--- src/rtl/alu_issue.sv ---
// alu_issue: two-stage (decode/read, ALU drive/writeback) R-type issue controller for an external combinational ALU.
// Optional macro ALU_ISSUE_FORWARD_EN: forward live alu_result on RAW hazards instead of stalling one cycle.
module alu_issue #(
    parameter int NREG = 32
) (
    input  logic        clk,
    input  logic        rst_n,
    input  logic        instr_valid,
    input  logic [31:0] instr,
    output logic        instr_ready,
    input  logic        ld_en,
    input  logic [4:0]  ld_addr,
    input  logic [31:0] ld_data,
    output logic [31:0] alu_src_1,
    output logic [31:0] alu_src_2,
    output logic [4:0]  alu_shamt,
    output logic [1:0]  alu_funct,
    input  logic [31:0] alu_result,
    output logic        wb_valid,
    output logic [4:0]  wb_addr,
    output logic [31:0] wb_data,
    output logic        illegal,
    input  logic [4:0]  dbg_addr,
    output logic [31:0] dbg_data
);

    typedef enum logic {ST_RESET, ST_RUN} state_t;

    state_t      state, state_next;
    logic [31:0] regs [NREG];

    logic [5:0]  op, funct;
    logic [4:0]  rs, rt, rd, shamt;
    logic        legal, is_sll;
    logic [1:0]  dec_funct;

    logic        e_valid;
    logic [31:0] e_src_1, e_src_2;
    logic [4:0]  e_shamt, e_rd;
    logic [1:0]  e_funct;

    logic        rs_hit, rt_hit, hazard, accept;
    logic [31:0] rs_val, rt_val, d_src_1, d_src_2;
    logic [4:0]  d_shamt;

    assign op    = instr[31:26];
    assign rs    = instr[25:21];
    assign rt    = instr[20:16];
    assign rd    = instr[15:11];
    assign shamt = instr[10:6];
    assign funct = instr[5:0];

    always_ff @(posedge clk) begin
        if (!rst_n) begin
            state <= ST_RESET;
        end else begin
            state <= state_next;
        end
    end

    always_comb begin
        state_next = state;
        if (state == ST_RESET) begin
            state_next = ST_RUN;
        end
    end

    always_comb begin
        dec_funct = 2'b00;
        legal     = 1'b0;
        if (op == 6'd0) begin
            case (funct)
                6'h20: begin dec_funct = 2'b00; legal = 1'b1; end
                6'h22: begin dec_funct = 2'b01; legal = 1'b1; end
                6'h00: begin dec_funct = 2'b10; legal = 1'b1; end
                6'h25: begin dec_funct = 2'b11; legal = 1'b1; end
                default: begin dec_funct = 2'b00; legal = 1'b0; end
            endcase
        end
    end

    assign is_sll = legal && (dec_funct == 2'b10);

    // sll reads only rt, so an rs match must not create a hazard for it; R0 never hazards.
    assign rs_hit = e_valid && (e_rd != 5'd0) && legal && !is_sll && (rs == e_rd);
    assign rt_hit = e_valid && (e_rd != 5'd0) && legal && (rt == e_rd);
    assign hazard = rs_hit || rt_hit;

`ifdef ALU_ISSUE_FORWARD_EN
    assign instr_ready = (state == ST_RUN);
`else
    assign instr_ready = (state == ST_RUN) && !hazard;
`endif

    assign accept = instr_valid && instr_ready;

    always_comb begin
        rs_val  = (rs == 5'd0) ? 32'd0 : regs[rs];
        rt_val  = (rt == 5'd0) ? 32'd0 : regs[rt];
        d_src_1 = 32'd0;
        d_src_2 = 32'd0;
        d_shamt = 5'd0;
`ifdef ALU_ISSUE_FORWARD_EN
        if (rs_hit) rs_val = alu_result;
        if (rt_hit) rt_val = alu_result;
`endif
        if (is_sll) begin
            d_src_1 = rt_val;
            d_shamt = shamt;
        end else begin
            d_src_1 = rs_val;
            d_src_2 = rt_val;
        end
    end

    // E-stage registers are zeroed whenever empty so the ALU port reads 0 without extra gating.
    always_ff @(posedge clk) begin
        if (!rst_n) begin
            e_valid  <= 1'b0;
            e_src_1  <= 32'd0;
            e_src_2  <= 32'd0;
            e_shamt  <= 5'd0;
            e_funct  <= 2'b00;
            e_rd     <= 5'd0;
            wb_valid <= 1'b0;
            wb_addr  <= 5'd0;
            wb_data  <= 32'd0;
            illegal  <= 1'b0;
            for (int i = 0; i < NREG; i++) begin
                regs[i] <= 32'd0;
            end
        end else begin
            e_valid <= accept && legal;
            if (accept && legal) begin
                e_src_1 <= d_src_1;
                e_src_2 <= d_src_2;
                e_shamt <= d_shamt;
                e_funct <= dec_funct;
                e_rd    <= rd;
            end else begin
                e_src_1 <= 32'd0;
                e_src_2 <= 32'd0;
                e_shamt <= 5'd0;
                e_funct <= 2'b00;
                e_rd    <= 5'd0;
            end
            illegal  <= accept && !legal;
            wb_valid <= e_valid;
            wb_addr  <= e_valid ? e_rd : 5'd0;
            wb_data  <= e_valid ? alu_result : 32'd0;
            // Writeback is assigned last so it overrides a preload to the same register.
            if (ld_en && (ld_addr != 5'd0)) begin
                regs[ld_addr] <= ld_data;
            end
            if (e_valid && (e_rd != 5'd0)) begin
                regs[e_rd] <= alu_result;
            end
        end
    end

    assign alu_src_1 = e_src_1;
    assign alu_src_2 = e_src_2;
    assign alu_shamt = e_shamt;
    assign alu_funct = e_funct;
    assign dbg_data  = regs[dbg_addr];

endmodule
--- config.mk ---
export PLATFORM = sky130hd
export DESIGN_NAME = alu_issue
export DESIGN_NICKNAME = d
export VERILOG_FILES = /design/src/rtl/alu_issue.sv
export SDC_FILE = /design/constraint.sdc
export NUM_CORES = 2
export LEC_CHECK = 0
export BUFFER_PORTS_ARGS = -buffer_cell sky130_fd_sc_hd__buf_2
export CORE_MARGIN = 5
export CORE_UTILIZATION = 30
export DETAILED_ROUTE_END_ITERATION = 12
export PLACE_DENSITY = 0.56
export SKIP_CTS_REPAIR_TIMING = 1
export SLEW_MARGIN = 20
export SYNTH_ARGS = -nofsm -noshare
export SYNTH_HDL_FRONTEND = slang
export SYNTH_SLANG_ARGS = --single-unit
--- constraint.sdc ---
create_clock -name clk -period 4.9 [get_ports clk]
set_clock_uncertainty 0.05 [all_clocks]
set_input_delay 0.49 -clock clk [delete_from_list [all_inputs] [get_ports clk]]
set_output_delay 0.49 -clock clk [all_outputs]
set_load 0.02 [all_outputs]
==> run metrics <==
Int Pwr between 15 and 20 mW; r2r setup slk between 1 and 1.5 ns; Rel. slew slack between 10% and 20%; Core ar. 232000 um2; GRT Util Overall about 28%; Initial Util 30.1%; reg2reg path depth 7; Remaining DRCs 0; largest net degree at the start of global routing 74; fraction of registers with async set/reset 0%; WS Path Type reg -> reg; synthesized area per cell between 10 and 15 um2; #FFs+latches synth 1141; Startpoint Class flip-flop; Die X 492 um; final hold slack -0.0190 ns; max-cap violations 0; Via density between 7 and 8; total power roughly 26 mW; root buffer cell clkbuf_16; area share of the largest cell type after synthesis ~44%; Syn-to-layout area delta 14.6%; Finished Layout Cells between 8000 and 9000; initial drt markers between 10000 and 15000; post-DP HPWL roughly 220000 um; period utilisation layout 75.6%; initial antenna violation count 46; most frequent cell after synthesis edfxtp_1; Ports around 250; Comb pwr share between 10% and 20%; most common flop cell mapped by yosys edfxtp_1; Layout fillers ~22000; share of cells above drive strength 1 a little under a third; Gate Count Post-Synth just under 5000; num rows 177; worst hold start instr[4]; hold crit path type in -> reg; hold depth 4; routed vias ~58000; Pre-Repair DR Iteration Count 6; Slew @ Worst Pin about 1.3 ns; Clock Pin Slew Worst Setup and Hold Paths around 0.07 ns; Yosys top cell by area edfxtp_1; Clock power frac 41.2%; end of the worst hold path alu_funct[0]$_SDFF_PN0_; Antenna Nets Post-Route 0; VDD IR max between 300 and 400 uV; chip height 492 um; Final nets 5024; CTS tree built; total routed wirelength 355000 um; Leakage roughly 28 nW; endpoints failing setup 0; Hold Vio Cnt, Final 1; Max Freq between 200 and 300 MHz; Max Slew Vio Count 0; Buffers on Ports 252; TritonCTS Sinks 1141; Period minus WS final 3.70 ns; RR Endpoint regs[19][9]$_DFFE_PP_; Power per Cell Area between 300 and 400 nW/um2; crit-path max FO 21; Post-synth EDFFs about 1000; RSZ-0062 raised after global routing false; status complete, but fails checks; register area share after synthesis a little under half; dpl cells slightly below 8000; Layout Utilization around 34%; Clock Path Buffers 3; Die Area between 200000 and 250000 um2; net switching power about 7.5 mW; global-route wire length before repair ~470000 um; H-tree depth 4; synthesized cell area approximately 70000 um2; sw frac 28.4%; vias in the first global route approximately 55000; routed len/inst 43.8 um; worst-skew pair later-pin latency 0.83 ns; power share of the sequential group 43.8%; Ys Warns 0; CP required approximately 5.5 ns; Synth area leaders edfxtp_1 (44%), mux4_2 (21%), a22o_1 (12%); Final GP Congestion roughly 1; Setup TNS 0 ns; Distinct cells, synth 57; GRT overflow 0; failing checks hold timing; top post-synthesis cells by count edfxtp_1 (1024), a22o_1 (992), mux4_2 (640), clkbuf_1 (485), mux2i_1 (350); crit path DAT roughly 4.3 ns; worst r2r src e_valid$_SDFF_PN0_; CP Capture Type flip-flop; TritonCTS Buffers roughly 140
-- area by class of cell --
type                            instances  area, um2  share of cell area (%)
Tap cell                             3043       3810                    4.77
Inverter                               14       52.6                  0.0658
Clock inverter                         74        776                   0.971
Multi-Input combinational cell       3086      34200                    42.8
Sequential cell                      1141      33100                    41.4
Antenna cell                           35       87.6                   0.110
Clock buffer                          186       3880                    4.86
Timing Repair Buffer                  529       3980                    4.98
-- how the worst max path moves through the flow --
| stage | startpoint | endpoint | slack [ns] | cells past startpoint |
|---|---|---|---|---|
| 3_5_place_dp | rst_n | regs[18][7]$_DFFE_PP_ | 1.11 | 7 |
| 4_1_cts | dbg_addr[0] | dbg_data[11] | 1.30 | 6 |
| 2_1_floorplan | rst_n | regs[29][0]$_DFFE_PP_ | 1.98 | 7 |
| 5_1_grt | dbg_addr[0] | dbg_data[3] | 1.22 | 6 |
| 3_3_place_gp | instr[19] | alu_src_2[21]$_SDFF_PP0_ | 1.12 | 9 |
| 6_report | e_valid$_SDFF_PN0_ | regs[19][9]$_DFFE_PP_ | 1.20 | 7 |
-- power by group through the flow --
| stage | Combinational (mW) | Clock, mW | Sequential, mW |
|---|---|---|---|
| finish | 3.95 | 10.8 | 11.5 |
| global route | 4.00 | 11.2 | 11.6 |
| CTS | 3.81 | 10.8 | 11.5 |
| detailed placement | 3.80 | 0 | 11.7 |
| global placement | 3.78 | 0 | 11.7 |
| floorplan | 2.40 | 0 | 11.5 |
-- critical path: stages (launching register included) --
cell,delay (ns)
dfxtp_2,0.50
and3_1,0.30
nand2_1,0.62
nor2_4,0.07
buf_4,0.28
nor2_4,1.00
buf_4,0.50
a22o_1,0.19
-- through the flow --
stage | cell area, um2 | setup slack (ns)
after floorplan | 69800 | 1.98
after global placement | 75000 | 1.12
after detailed placement | 75000 | 1.11
after CTS | 79600 | 1.30
after global routing | 79800 | 1.22
final | 79900 | 1.20
-- sequential cells by signal, indices dropped and copies added, names as in the netlist --
register and count:
alu_funct 2, alu_shamt 5, alu_src_1 32, alu_src_2 32, e_rd 5, e_valid 1, illegal 1, regs 1024
state 1, wb_addr 5, wb_data 32, wb_valid 1
-- per-layer routing --
metal	up-vias	routed length, um	GRT usage, %
met1	29500	122000	34.5
met3	1305	59700	13.5
met4	28	26000	17.3
li1	20700	-	-
met2	5943	148000	39.9
met5	-	257	0.456
-- cell families (layout without fill, tap and decap cells) --
family	count (synthesis)	after routing	share of synthesized area [%]
AO/OA/AOI/OAI	1400	1400	16.4
other	1	67	0.00538
buffers and inverters	711	803	4.44
AND/OR/NAND/NOR	543	543	4.07
multiplexers	1101	1101	27.5
XOR/XNOR	10	10	0.126
flip-flops	1141	1141	47.5
-- placed cells by master (no fill, tap or decap), types with 13 or more instances in the layout --
cell / count
a21oi_1: 99
a22o_1: 992
a22oi_1: 153
and3_1: 45
buf_12: 40
buf_2: 240
buf_4: 227
clkbuf_1: 31
clkbuf_16: 145
clkinv_1: 20
clkinv_2: 23
conb_1: 32
dfxtp_1: 116
diode_2: 35
edfxtp_1: 1024
inv_1: 13
mux2_2: 111
mux2i_1: 350
mux4_2: 640
nand2_1: 100
nand2b_1: 29
nand3_1: 62
nand3b_1: 38
nand4_1: 13
nor2_1: 50
nor2_4: 64
nor3_1: 50
nor4_1: 38
o21ai_0: 18
o221ai_1: 15
o22ai_1: 83
Note: power is estimated with default switching activity, not from simulation.
